<file path="src/rtl/cpld_spi_pkg.sv">
// cpld_spi_pkg
// Shared constants for the CPLD SPI responder: register addresses, FSM state
// encodings, frame geometry, fixed byte values and the read-data multiplexer.
// No ports (package).

package cpld_spi_pkg;

    // Fixed byte values
    localparam logic [7:0] ID_VALUE   = 8'hC5;
    localparam logic [7:0] CTRL_RESET = 8'h00;
    localparam logic [7:0] SYNC_BYTE  = 8'h5A;

    // Register map
    localparam logic [2:0] ADDR_ID      = 3'd0;
    localparam logic [2:0] ADDR_STAT_LO = 3'd1;
    localparam logic [2:0] ADDR_STAT_HI = 3'd2;
    localparam logic [2:0] ADDR_CTRL    = 3'd3;
    localparam logic [2:0] ADDR_SCRATCH = 3'd4;
    localparam logic [2:0] ADDR_STROBE  = 3'd5;

    // Frame geometry
    localparam int unsigned FRAME_BITS = 16;

    // FSM state encoding
    typedef logic [1:0] state_t;
    localparam state_t StIdle = 2'd0;
    localparam state_t StCmd  = 2'd1;
    localparam state_t StData = 2'd2;
    localparam state_t StDone = 2'd3;

    // Read data for a given address. The strobe address and unmapped
    // addresses read as zero.
    function automatic logic [7:0] read_mux(
        input logic [2:0]  addr,
        input logic [15:0] status,
        input logic [7:0]  ctrl,
        input logic [7:0]  scratch
    );
        logic [7:0] value;
        value = 8'h00;
        case (addr)
            ADDR_ID:      value = ID_VALUE;
            ADDR_STAT_LO: value = status[7:0];
            ADDR_STAT_HI: value = status[15:8];
            ADDR_CTRL:    value = ctrl;
            ADDR_SCRATCH: value = scratch;
            default:      value = 8'h00;
        endcase
        return value;
    endfunction

endpackage

</file>
<file path="src/rtl/spi_sync_edge.sv">
// spi_sync_edge
// Two-flop synchronizer for one asynchronous pin followed by a registered copy
// used for edge detection. The flops are not reset: they simply track the pin,
// and any edge seen while the parent is in reset is discarded there.
//
// Ports:
//   clk    in   sampling clock
//   din    in   asynchronous pin
//   level  out  synchronized level
//   rise   out  one-cycle pulse on a synchronized 0->1 transition
//   fall   out  one-cycle pulse on a synchronized 1->0 transition

module spi_sync_edge (
    input  logic clk,
    input  logic din,
    output logic level,
    output logic rise,
    output logic fall
);

    logic meta;
    logic sync;
    logic prev;

    always_ff @(posedge clk) begin
        meta <= din;
        sync <= meta;
        prev <= sync;
    end

    assign level = sync;
    assign rise  = sync & ~prev;
    assign fall  = ~sync & prev;

endmodule

</file>
<file path="src/rtl/cpld_spi_responder.sv">
// cpld_spi_responder
// SPI mode-0 slave register file. A 16-bit frame carries a command byte
// ([7]=write, [2:0]=address) followed by a data byte. SCK, MOSI and CS are
// oversampled on sysclk through spi_sync_edge instances.
//
// Optional feature macro: CPLD_SPI_STROBE_EN enables the write-pulse register
// at address 5; without it strobe_out is tied low.
//
// Ports:
//   sysclk      in   internal oscillator clock
//   reset       in   synchronous active-high reset
//   spi_clk     in   SCK from host (asynchronous)
//   spi_mosi    in   MOSI (asynchronous)
//   spi_cs_INV  in   chip select, active low (asynchronous)
//   spi_miso    out  MISO, 0 while not actively shifting
//   status_in   in   live status bits, read at addresses 1 and 2
//   ctrl_out    out  control register
//   strobe_out  out  one-cycle write pulses
//   busy        out  high between CS-low and CS-high detection

module cpld_spi_responder
    import cpld_spi_pkg::*;
(
    input  logic        sysclk,
    input  logic        reset,
    input  logic        spi_clk,
    input  logic        spi_mosi,
    input  logic        spi_cs_INV,
    output logic        spi_miso,
    input  logic [15:0] status_in,
    output logic [7:0]  ctrl_out,
    output logic [7:0]  strobe_out,
    output logic        busy
);

    localparam logic [3:0] LAST_CMD_BIT   = 4'(FRAME_BITS / 2 - 1);
    localparam logic [3:0] FIRST_DATA_BIT = 4'(FRAME_BITS / 2);
    localparam logic [3:0] LAST_BIT       = 4'(FRAME_BITS - 1);

    // Synchronized pins
    logic sck_level, sck_rise, sck_fall;
    logic mosi_level, mosi_rise, mosi_fall;
    logic cs_level, cs_rise, cs_fall;

    spi_sync_edge u_sync_sck (
        .clk   (sysclk),
        .din   (spi_clk),
        .level (sck_level),
        .rise  (sck_rise),
        .fall  (sck_fall)
    );

    spi_sync_edge u_sync_mosi (
        .clk   (sysclk),
        .din   (spi_mosi),
        .level (mosi_level),
        .rise  (mosi_rise),
        .fall  (mosi_fall)
    );

    spi_sync_edge u_sync_cs (
        .clk   (sysclk),
        .din   (spi_cs_INV),
        .level (cs_level),
        .rise  (cs_rise),
        .fall  (cs_fall)
    );

    logic unused_sync;
    assign unused_sync = ^{sck_level, mosi_rise, mosi_fall};

    // Frame state
    state_t     state;
    logic [3:0] bit_cnt;
    logic [7:0] shift_in;
    logic [7:0] cmd;
    logic [7:0] rd_byte;
    logic [7:0] miso_sr;
    logic       busy_q;

    // Registers
    logic [7:0] ctrl_q;
    logic [7:0] scratch_q;
`ifdef CPLD_SPI_STROBE_EN
    logic [7:0] strobe_q;
`endif

    // Byte completed by the current rising SCK edge
    logic [7:0] shift_next;
    always_comb begin
        shift_next = {shift_in[6:0], mosi_level};
    end

    always_ff @(posedge sysclk) begin
        if (reset) begin
            // A frame cut by reset is dropped until CS deasserts.
            state     <= cs_level ? StIdle : StDone;
            bit_cnt   <= 4'd0;
            shift_in  <= 8'h00;
            cmd       <= 8'h00;
            rd_byte   <= 8'h00;
            miso_sr   <= 8'h00;
            busy_q    <= 1'b0;
            ctrl_q    <= CTRL_RESET;
            scratch_q <= 8'h00;
`ifdef CPLD_SPI_STROBE_EN
            strobe_q  <= 8'h00;
`endif
        end else begin
`ifdef CPLD_SPI_STROBE_EN
            strobe_q <= 8'h00;
`endif
            if (cs_rise) begin
                busy_q <= 1'b0;
            end else if (cs_fall) begin
                busy_q <= 1'b1;
            end

            case (state)
                StIdle: begin
                    if (cs_fall) begin
                        state    <= StCmd;
                        bit_cnt  <= 4'd0;
                        shift_in <= 8'h00;
                        miso_sr  <= SYNC_BYTE;
                    end
                end

                StCmd: begin
                    if (cs_rise) begin
                        state <= StIdle;
                    end else if (sck_rise) begin
                        shift_in <= shift_next;
                        bit_cnt  <= bit_cnt + 4'd1;
                        if (bit_cnt == LAST_CMD_BIT) begin
                            cmd     <= shift_next;
                            // Status is captured here so a change later in
                            // the frame cannot tear the returned byte.
                            rd_byte <= read_mux(shift_next[2:0], status_in,
                                                ctrl_q, scratch_q);
                            state   <= StData;
                        end
                    end else if (sck_fall) begin
                        miso_sr <= {miso_sr[6:0], 1'b0};
                    end
                end

                StData: begin
                    if (cs_rise) begin
                        state <= StIdle;
                    end else if (sck_rise) begin
                        shift_in <= shift_next;
                        bit_cnt  <= bit_cnt + 4'd1;
                        if (bit_cnt == LAST_BIT) begin
                            state <= StDone;
                            if (cmd[7]) begin
                                case (cmd[2:0])
                                    ADDR_CTRL:    ctrl_q    <= shift_next;
                                    ADDR_SCRATCH: scratch_q <= shift_next;
`ifdef CPLD_SPI_STROBE_EN
                                    ADDR_STROBE:  strobe_q  <= shift_next;
`endif
                                    default: ;
                                endcase
                            end
                        end
                    end else if (sck_fall) begin
                        // Read byte MSB appears on the first falling edge
                        // after the command byte.
                        if (bit_cnt == FIRST_DATA_BIT) begin
                            miso_sr <= rd_byte;
                        end else begin
                            miso_sr <= {miso_sr[6:0], 1'b0};
                        end
                    end
                end

                StDone: begin
                    if (cs_rise) begin
                        state <= StIdle;
                    end
                end

                default: state <= StIdle;
            endcase
        end
    end

    // Outputs
    always_comb begin
        spi_miso = 1'b0;
        if (state == StCmd || (state == StData && !cmd[7])) begin
            spi_miso = miso_sr[7];
        end
    end

    assign ctrl_out = ctrl_q;
    assign busy     = busy_q;

`ifdef CPLD_SPI_STROBE_EN
    assign strobe_out = strobe_q;
`else
    assign strobe_out = 8'h00;
`endif

endmodule

</file>
<file path="config.mk">
export PLATFORM = sky130hd
export DESIGN_NAME = cpld_spi_responder
export DESIGN_NICKNAME = d
export VERILOG_FILES = /design/src/rtl/cpld_spi_pkg.sv /design/src/rtl/spi_sync_edge.sv /design/src/rtl/cpld_spi_responder.sv
export SDC_FILE = /design/constraint.sdc
export NUM_CORES = 1
export LEC_CHECK = 0
export BUFFER_PORTS_ARGS = -buffer_cell sky130_fd_sc_hd__buf_2
export CORE_ASPECT_RATIO = 0.75
export CORE_MARGIN = 2
export CORE_UTILIZATION = 28
export CTS_CLUSTER_SIZE = 16
export DETAILED_ROUTE_END_ITERATION = 6
export PLACE_DENSITY = 0.54
export SLEW_MARGIN = 20
export SYNTH_ARGS = -nofsm -noshare
export SYNTH_HDL_FRONTEND = slang
export SYNTH_SLANG_ARGS = --single-unit
</file>
<file path="constraint.sdc">
create_clock -name sysclk -period 3.8 [get_ports sysclk]
set_input_delay 0.38 -clock sysclk [delete_from_list [all_inputs] [get_ports sysclk]]
set_output_delay 0.38 -clock sysclk [all_outputs]
set_load 0.005 [all_outputs]
</file>
==> impl_metrics.yaml, run 1 <==
critical_path:
  start_kind: "flop"
  critPathKind: "flop to flop"
  path_max_fanout: 12
  startpoint: "state[0]"
  r2r-start: "state[0]"
  critPathArrivalTime_ns: 2.55
  worstPathRequired_ns: 3.98
  endpoint_kind: "flop"
floorplanning:
  ios: 39
  start_util_pct: 29.0
  die_area_mm2: 0.0109
  die_h_um: 90.8
  core_area_mm2: 0.00970
  num_rows: 31
  die_w_um: 120
yosys:
  synth_area_leaders: "dfxtp_1 (40%), mux2i_1 (8.5%), o2bb2ai_1 (4.7%)"
  ys_seq_elements: 58
  synth_area_per_cell_um2: 9.66
  yosysWarnings: 0
  yosysTopAreaCell: "dfxtp_1"
  synth_top_area_share_pct: 39.9
  yosys_most_used_dff: "dfxtp_1"
  netlist_area_mm2: 0.00281
  yosysSeqAreaShare_pct: 42.0
  synth_cell_type_count: 52
  syn_inst: 291
  async_flop_share_pct: 0
  synth_edf_count: 2
global_route:
  grt_start_max_net_pins: 47
  grt_pass1_vias: 2157
  antenna_found_initial: 0
  grt_overflow: 0
  grt.total_usage_pct: 13.6
  grt_pass1_wl_um: 11400
clocking:
  cts_max_level: 3
  cts_sinks: 58
  postCtsResizedCells: 0
  clk_pin_slew_ns: 0.05
  clockBufferDepth: 2
  cts_tree: "done"
  postCtsSetupRepairBufs: 0
  root_buffer: "clkbuf_16"
  clk_latency_ns: 0.33
  cts_buffers: 9
  hold_buffers: 0
run:
  cap_violations: 0
route:
  drtAntennaViolNets: 0
  vias: 2250
  dr.pass1.iters: 4
  wl_per_cell_um: 15.4
  first_iter_violations: 235
  drt-total-wl_um: 6900
  vias_per_cell: 5.02
  route.detailed.drc: 0
worst_hold_path:
  hp-start: "spi_cs_INV"
  hold_path_class: "primary input to flop"
sta:
  final.setup.tns_ns: 0
  hold_viol_final: 0
  post-route-period-util_pct: 62.2
  period_needed_ns: 2.36
  fin_ws_ns: 1.44
  worstMarginPinSlew_ns: 1.02
  max_clock_freq_ghz: 0.423
  rsz0062_at_grt: "no"
  setup_viol: 0
  fin_skew_ns: 0.00707
  timing.slew.headroom_pct: 31.9
  drv_slew: 0
cells_and_area:
  area_growth_syn_to_layout_pct: 17.3
  nets: 338
  design_area_mm2: 0.00330
  nFillCells: 1011
  layout-drive-gt1-share_pct: 17.7
  num_antenna_cells: 0
  stdcell_count: 448
placed_design:
  place_ws_ns: 1.42
  place_area_mm2: 0.00301
  gp_congestion: 0.739
  place_hpwl_um: 4740
  io_buffers: 30
  place_inst: 432
pwr:
  powerDensity_mw_per_mm2: 550
  ir_drop_mv: 0.247
  leakagePower_uw: 0.00120
status:
  status: "finished, final reports clean"
[critical path, cell delays in order, from the launching register on]
cell	delay (ns)
edfxtp_1	0.41
inv_1	0.10
ha_1	0.40
nand3_1	0.26
nor4_4	0.71
mux2i_1	0.27
nor2_1	0.05
[worst paths after layout]
kind | endpoint | slack, ns | cells after the start
hold / removal | u_sync_cs.meta | 0.15 | 1
setup reg to reg | ctrl_out[1] | 1.44 | 6
hold reg to reg | u_sync_sck.level | 0.33 | 0
setup / recovery | ctrl_out[1] | 1.44 | 6
[placed cells by master, fill, tap and decap left out, types with 9 or more instances in the layout]
cell	netlist	routed
buf_2	4	30
o2bb2ai_1	15	15
clkbuf_16	0	9
nor2_1	30	30
a21oi_1	21	21
o21ai_0	10	10
mux2i_1	24	24
nand4_1	11	11
dfxtp_1	56	56
[layer usage]
layer / track usage [%] / share of wire [%] / vias to the layer above
met5: 0 / 0 / -
met4: 5.00 / 1.4 / 0
met3: 4.80 / 4.3 / 9
met2: 18.5 / 41 / 46
met1: 19.6 / 53 / 1079
li1: - / - / 1116
[cell usage after synthesis, drive strengths merged, types with 2 or more instances]
| cell | n |
|---|---|
| ha | 6 |
| o21ai | 11 |
| o211ai | 8 |
| a21boi | 5 |
| a22oi | 7 |
| o32a | 4 |
| buf | 13 |
| nor2 | 30 |
| or3 | 2 |
| clkbuf | 15 |
| a211oi | 4 |
| mux2i | 24 |
| nand2b | 6 |
| and3 | 2 |
| nor4 | 2 |
| a31oi | 3 |
| o21a | 3 |
| nand3 | 3 |
| or3b | 2 |
| o2bb2ai | 15 |
| nand4 | 11 |
| a21o | 2 |
| dfxtp | 56 |
| edfxtp | 2 |
| inv | 6 |
| a21oi | 21 |
| nor2b | 5 |
| nand3b | 5 |
[through the flow]
stage | power [µW] | utilization, % | hold WS [ns]
global route | 1910 | 34.0 | 0.143
finish | 1810 | 34.0 | 0.155
global placement | 1060 | 31.1 | 0.320
detailed placement | 1060 | 31.1 | 0.319
floorplan | 972 | - | 0.310
CTS | 1830 | 34.0 | 0.140
[state kept, by name (all words and copies together) (netlist names)]
register and cells:
ctrl_out 8, miso_sr 8, rd_byte 8, scratch_q 8, shift_in 7, bit_cnt 4, cmd 4, state 2
busy 1, u_sync_cs.level 1, u_sync_cs.meta 1, u_sync_cs.prev 1, u_sync_mosi.level 1, u_sync_mosi.meta 1, u_sync_sck.level 1, u_sync_sck.meta 1
u_sync_sck.prev 1
[kinds of logic after synthesis]
logic type	share of synthesized area (%)
compound gates	22.9
simple gates	17.5
flops	42.0
buf+inv	5.79
mux	8.95
fa+ha+maj	2.67
other cells	0.133
[layout make-up]
type	count	area, µm²	share of cell area, %
clock buffers	14	274	8.31
clock inverters	2	10.0	0.304
inverters	6	22.5	0.683
multi-input cells	206	1490	45.3
flip-flops and latches	58	1180	35.8
well taps	132	165	5.01
repair buffers	30	150	4.56
[where the power goes]
part	switching [µW]	internal, µW	leakage [µW]	total [µW]
Clock	270	492	0.000143	762
Sequential	34.1	657	0.000476	691
Combinational	236	125	0.000580	361
Total	540	1270	0.00120	1810
(Power assumes the default switching activity.)
==> inputs of run 2 (changes only) <==
==> constraint.sdc (replaced) <==
create_clock -name sysclk -period 2.21 [get_ports sysclk]
set_input_delay 0.221 -clock sysclk [delete_from_list [all_inputs] [get_ports sysclk]]
set_output_delay 0.221 -clock sysclk [all_outputs]
set_load 0.005 [all_outputs]
==> run 2 against run 1 <==
Routed wire length up 0.55%. Combinational power up 89%. Sequential share of layout area down 2.2 points. Via count up 1.4%. Register-to-register slack worse by 1.1 ns. Clock skew up 0.00078 ns. Final area up 6.4%. Critical path type unchanged. Highest routed layer unchanged.
==> impl_metrics.yaml, run 2 (synthesis results as in run 1) <==
cells_and_area:
  final_common_cell: "dfxtp_1"
  num_antenna_cells: 0
  layout-drive-gt1-share_pct: 21.6
  multiInputGateArea_mm2: 0.00149
  design_area_mm2: 0.00351
  area_growth_syn_to_layout_pct: 24.8
  seq_area_mm2: 0.00118
  nets: 355
  final_cell_mix: "dfxtp_1 (56), nor2_1 (30), buf_2 (30)"
  nFillCells: 991
sta:
  fin_skew_ns: 0.00786
  final.setup.tns_ns: 0
  max_clock_freq_ghz: 0.526
  fin_ws_ns: 0.308
  drv_slew: 0
  post-route-period-util_pct: 86.1
  worstMarginPinSlew_ns: 0.624
  period_needed_ns: 1.90
  setup_viol: 0
  holdWs_ns: 0.259
  rsz0062_at_grt: "no"
  hold_viol_final: 0
  timing.slew.headroom_pct: 58.4
global_route:
  grt.met3_usage_pct: 4.42
  top_usage_layer: "met1"
  grt.total_usage_pct: 13.5
  grt_start_max_net_pins: 29
  grt_pass1_wl_um: 11500
  antenna_found_initial: 0
  grt_util_met1_pct: 19.3
  grt_overflow: 0
  grt_util_met2_pct: 19.1
  grt_pass1_vias: 2183
critical_path:
  critPathKind: "flop to flop"
  endpoint_kind: "flop"
  start_kind: "flop"
  path_buf_inv: 1
  path_max_fanout: 14
  slowest_delay_ns: 0.56
  cp_top_family: "simple AND/OR/NAND/NOR gates"
  slowest_stage: "or4_1"
  critPathArrivalTime_ns: 2.16
  worstPathRequired_ns: 2.47
  crit_chain: "inv_1, ha_1, o21a_1, or4_1, a21boi_1"
route:
  drt-total-wl_um: 6940
  wl_per_cell_um: 14.9
  route.detailed.drc: 0
  vias: 2281
  dr.pass1.iters: 4
  first_iter_violations: 191
  vias_per_cell: 4.91
  drtAntennaViolNets: 0
placed_design:
  place_ws_ns: 0.325
  place_area_mm2: 0.00312
  place_hpwl_um: 4930
  gp_congestion: 0.795
  io_buffers: 30
clocking:
  cts_tree: "done"
  cts_sinks: 58
  clk_latency_ns: 0.33
  cts_buffers: 9
  postCtsResizedCells: 0
  clk_pin_slew_ns: 0.05
  cts_max_level: 3
  clockBufferDepth: 2
  root_buffer: "clkbuf_16"
status:
  status: "finished, final reports clean"
floorplanning:
  die_area_mm2: 0.0109
  die_h_um: 90.8
  start_util_pct: 29.0
  ios: 39
  core_area_mm2: 0.00970
  num_rows: 31
  die_w_um: 120
pwr:
  powerDensity_mw_per_mm2: 1000
  clockPowerShare_pct: 47.0
  p_seq_share_pct: 33.5
  switchingPower_uw: 956
  internal_power_uw: 2570
  ir_drop_mv: 0.378
  leakagePower_uw: 0.00132
  power.total_uw: 3520
  pwr-share-comb_pct: 19.4
  switching_share_pct: 27.1
run:
  cap_violations: 0
worst_hold_path:
  hold_path_class: "primary input to flop"
-- run 2: repair_timing --
item                       in CTS  in global routing
buffers inserted                0                  0
hold endpoints to repair        3                  0
hold buffers                    3                  0
setup endpoints to repair       0                  0
-- run 2: final timing paths --
check             depth (start not counted)  slack, ns           endpoint              from
hold reg to reg                           0       0.33  u_sync_mosi.level  u_sync_mosi.meta
setup reg to reg                          5       0.31         bit_cnt[3]          state[0]
setup / recovery                          5       0.31         bit_cnt[3]          state[0]
hold / removal                            3       0.26         rd_byte[5]      status_in[5]
-- run 2: area by class of cell --
| class | instances | share of cell area [%] |
|---|---|---|
| Multi-Input combinational cell | 206 | 42.6 |
| Tap cell | 132 | 4.71 |
| Inverter | 6 | 0.642 |
| Clock buffer | 10 | 7.14 |
| Clock inverter | 6 | 3.14 |
| Sequential cell | 58 | 33.7 |
| Timing Repair Buffer | 47 | 8.13 |
-- run 2: routing by layer --
layer | vias to the layer above | wire, µm
li1 | 1151 | -
met1 | 1074 | 3600
met2 | 49 | 2880
met3 | 7 | 380
met4 | 0 | 76
met5 | - | 0
-- run 2: power by group through the flow --
stage / Combinational [µW] / Sequential, µW / Clock [µW]
floorplan: 487 / 1180 / 0
global placement: 668 / 1200 / 0
detailed placement: 674 / 1200 / 0
CTS: 680 / 1180 / 1700
global route: 761 / 1190 / 1760
finish: 684 / 1180 / 1660
-- run 2: through the flow --
step | cells | utilization, %
floorplan | 298 | -
global placement | 446 | 32.1
detailed placement | 446 | 32.1
CTS | 465 | 36.2
global route | 465 | 36.2
finish | 465 | 36.2
-- run 2: worst reg2reg max path, cell delays in order, from the launching register on --
cell and delay, ns:
edfxtp_1 0.38, inv_1 0.08, ha_1 0.29, o21a_1 0.37, or4_1 0.56, a21boi_1 0.15
==> inputs of run 3 (changes only) <==
--- a/config.mk
+++ b/config.mk
@@ -11,7 +11,7 @@
 export CORE_UTILIZATION = 28
 export CTS_CLUSTER_SIZE = 16
 export DETAILED_ROUTE_END_ITERATION = 6
-export PLACE_DENSITY = 0.54
+export PLACE_DENSITY_LB_ADDON = 0.1
 export SLEW_MARGIN = 20
 export SYNTH_ARGS = -nofsm -noshare
 export SYNTH_HDL_FRONTEND = slang
==> run 3 against run 2 <==
Hold slack improved by 0.012 ns. First-iteration DRC count is 35% lower. Combinational power rose by 4.4%. Core utilization decreased by 0.14 points. Fmax down 3.5%. Critical endpoint unchanged. Worst setup slack lost 0.070 ns. Via count decreased by 0.13%. Largest cell class unchanged. Register-to-register slack got worse by 0.07 ns. Clock power fell by 10%. Final area is 0.39% lower.
==> impl_metrics.yaml, run 3 (synthesis results as in run 1) <==
critical_path:
  r2r_cells: 5
  path_max_fanout: 11
  slowest_stage: "or4_1"
  endpoint_kind: "flop"
  start_kind: "flop"
  critPathKind: "flop to flop"
  worstPathRequired_ns: 2.47
  slowest_delay_ns: 0.53
  crit_chain: "inv_1, ha_1, nand2_1, or4_1, a21boi_1"
  critPathArrivalTime_ns: 2.24
floorplanning:
  ios: 39
  die_area_mm2: 0.0109
  start_util_pct: 29.0
  die_w_um: 120
  num_rows: 31
  die_h_um: 90.8
  core_area_mm2: 0.00970
cells_and_area:
  fin_util_pct: 36.0
  seq_area_mm2: 0.00118
  nFillCells: 1029
  final_cell_mix: "dfxtp_1 (56), nor2_1 (30), buf_2 (30)"
  final_common_cell: "dfxtp_1"
  num_antenna_cells: 0
  layout-drive-gt1-share_pct: 22.1
  area_growth_syn_to_layout_pct: 24.3
  nets: 357
  multiInputGateArea_mm2: 0.00149
route:
  route.detailed.drc: 0
  first_iter_violations: 124
  vias: 2278
  drt-total-wl_um: 7550
  drtAntennaViolNets: 0
  dr.pass1.iters: 5
  wl_per_cell_um: 16.2
  vias_per_cell: 4.88
sta:
  worstMarginPinSlew_ns: 0.615
  timing.slew.headroom_pct: 58.7
  fin_skew_ns: 0.00625
  final.setup.tns_ns: 0
  post-route-period-util_pct: 89.2
  fin_ws_ns: 0.238
  holdWs_ns: 0.271
  period_needed_ns: 1.97
  setup_viol: 0
  max_clock_freq_ghz: 0.507
  rsz0062_at_grt: "no"
  drv_slew: 0
  hold_viol_final: 0
worst_hold_path:
  hold_path_class: "primary input to flop"
  hold_depth: 3
pwr:
  pwr-share-comb_pct: 21.1
  internal_power_uw: 2380
  switching_share_pct: 29.6
  ir_drop_mv: 0.467
  leakagePower_uw: 0.00131
  powerDensity_mw_per_mm2: 969
  switchingPower_uw: 1000
  p_seq_share_pct: 34.8
  clockPowerShare_pct: 44.1
  power.total_uw: 3380
global_route:
  grt_pass1_vias: 2236
  antenna_found_initial: 0
  grt.total_usage_pct: 14.9
  grt_overflow: 0
  grt_start_max_net_pins: 27
  grt_pass1_wl_um: 12200
run:
  cap_violations: 0
clocking:
  cts_tree: "done"
  cts_sinks: 58
  clockBufferDepth: 2
  clk_latency_ns: 0.33
  root_buffer: "clkbuf_16"
  cts_max_level: 3
  postCtsSetupRepairBufs: 0
  clk_pin_slew_ns: 0.05
  cts_buffers: 9
placed_design:
  io_buffers: 30
  place_ws_ns: 0.249
  gp_congestion: 0.758
  place_hpwl_um: 5380
status:
  status: "finished, final reports clean"
## run 3: cell count changes in the layout (fill, tap and decap cells not counted)
cell        delta
clkinvlp_4     +2
buf_12         +1
buf_4          +1
bufinv_16      -1
clkbuf_16      -1
clkinv_2       +1
inv_4          -1
## run 3: critical path: cells and delay by family, from the launching register on
kind,cells,cell delay [ns]
buf+inv,1,0.07
fa+ha+maj,1,0.47
flops,1,0.38
simple gates,2,0.83
compound gates,1,0.15
## run 3: worst paths after layout
check	start	slack [ns]	end
setup / recovery	state[0]	0.24	bit_cnt[3]
hold / removal	status_in[5]	0.27	rd_byte[5]
setup reg to reg	state[0]	0.24	bit_cnt[3]
hold reg to reg	u_sync_sck.meta	0.32	u_sync_sck.level
## run 3: layout make-up
class / count / share of cell area (%)
well taps: 132 / 4.73
repair buffers: 49 / 8.95
clock inverters: 7 / 2.69
flip-flops and latches: 58 / 33.8
multi-input cells: 206 / 42.7
clock buffers: 9 / 6.45
inverters: 6 / 0.645
## run 3: what timing repair did
action / in CTS / in global routing
resized for setup: 0 / 0
hold buffers: 3 / 0
endpoints found under the hold margin: 3 / 0
## run 3: metal layers
layer	GRT usage, %	part of all wire, %
met2	20.5	41
met3	4.92	2.6
met5	0	0
met1	21.3	55
met4	5.29	1.2
## run 3: power groups by stage
stage | clock (µW) | combinational, µW | sequential (µW)
final | 1490 | 714 | 1180
after global routing | 1590 | 796 | 1180
after CTS | 1530 | 715 | 1180
after detailed placement | 0 | 706 | 1200
after global placement | 0 | 712 | 1200
after floorplan | 0 | 487 | 1180
## run 3: metrics by stage
stage	cell area (µm²)	std cells
global route	3490	467
finish	3490	467
CTS	3490	467
global placement	3140	448
floorplan	2840	298
detailed placement	3140	448
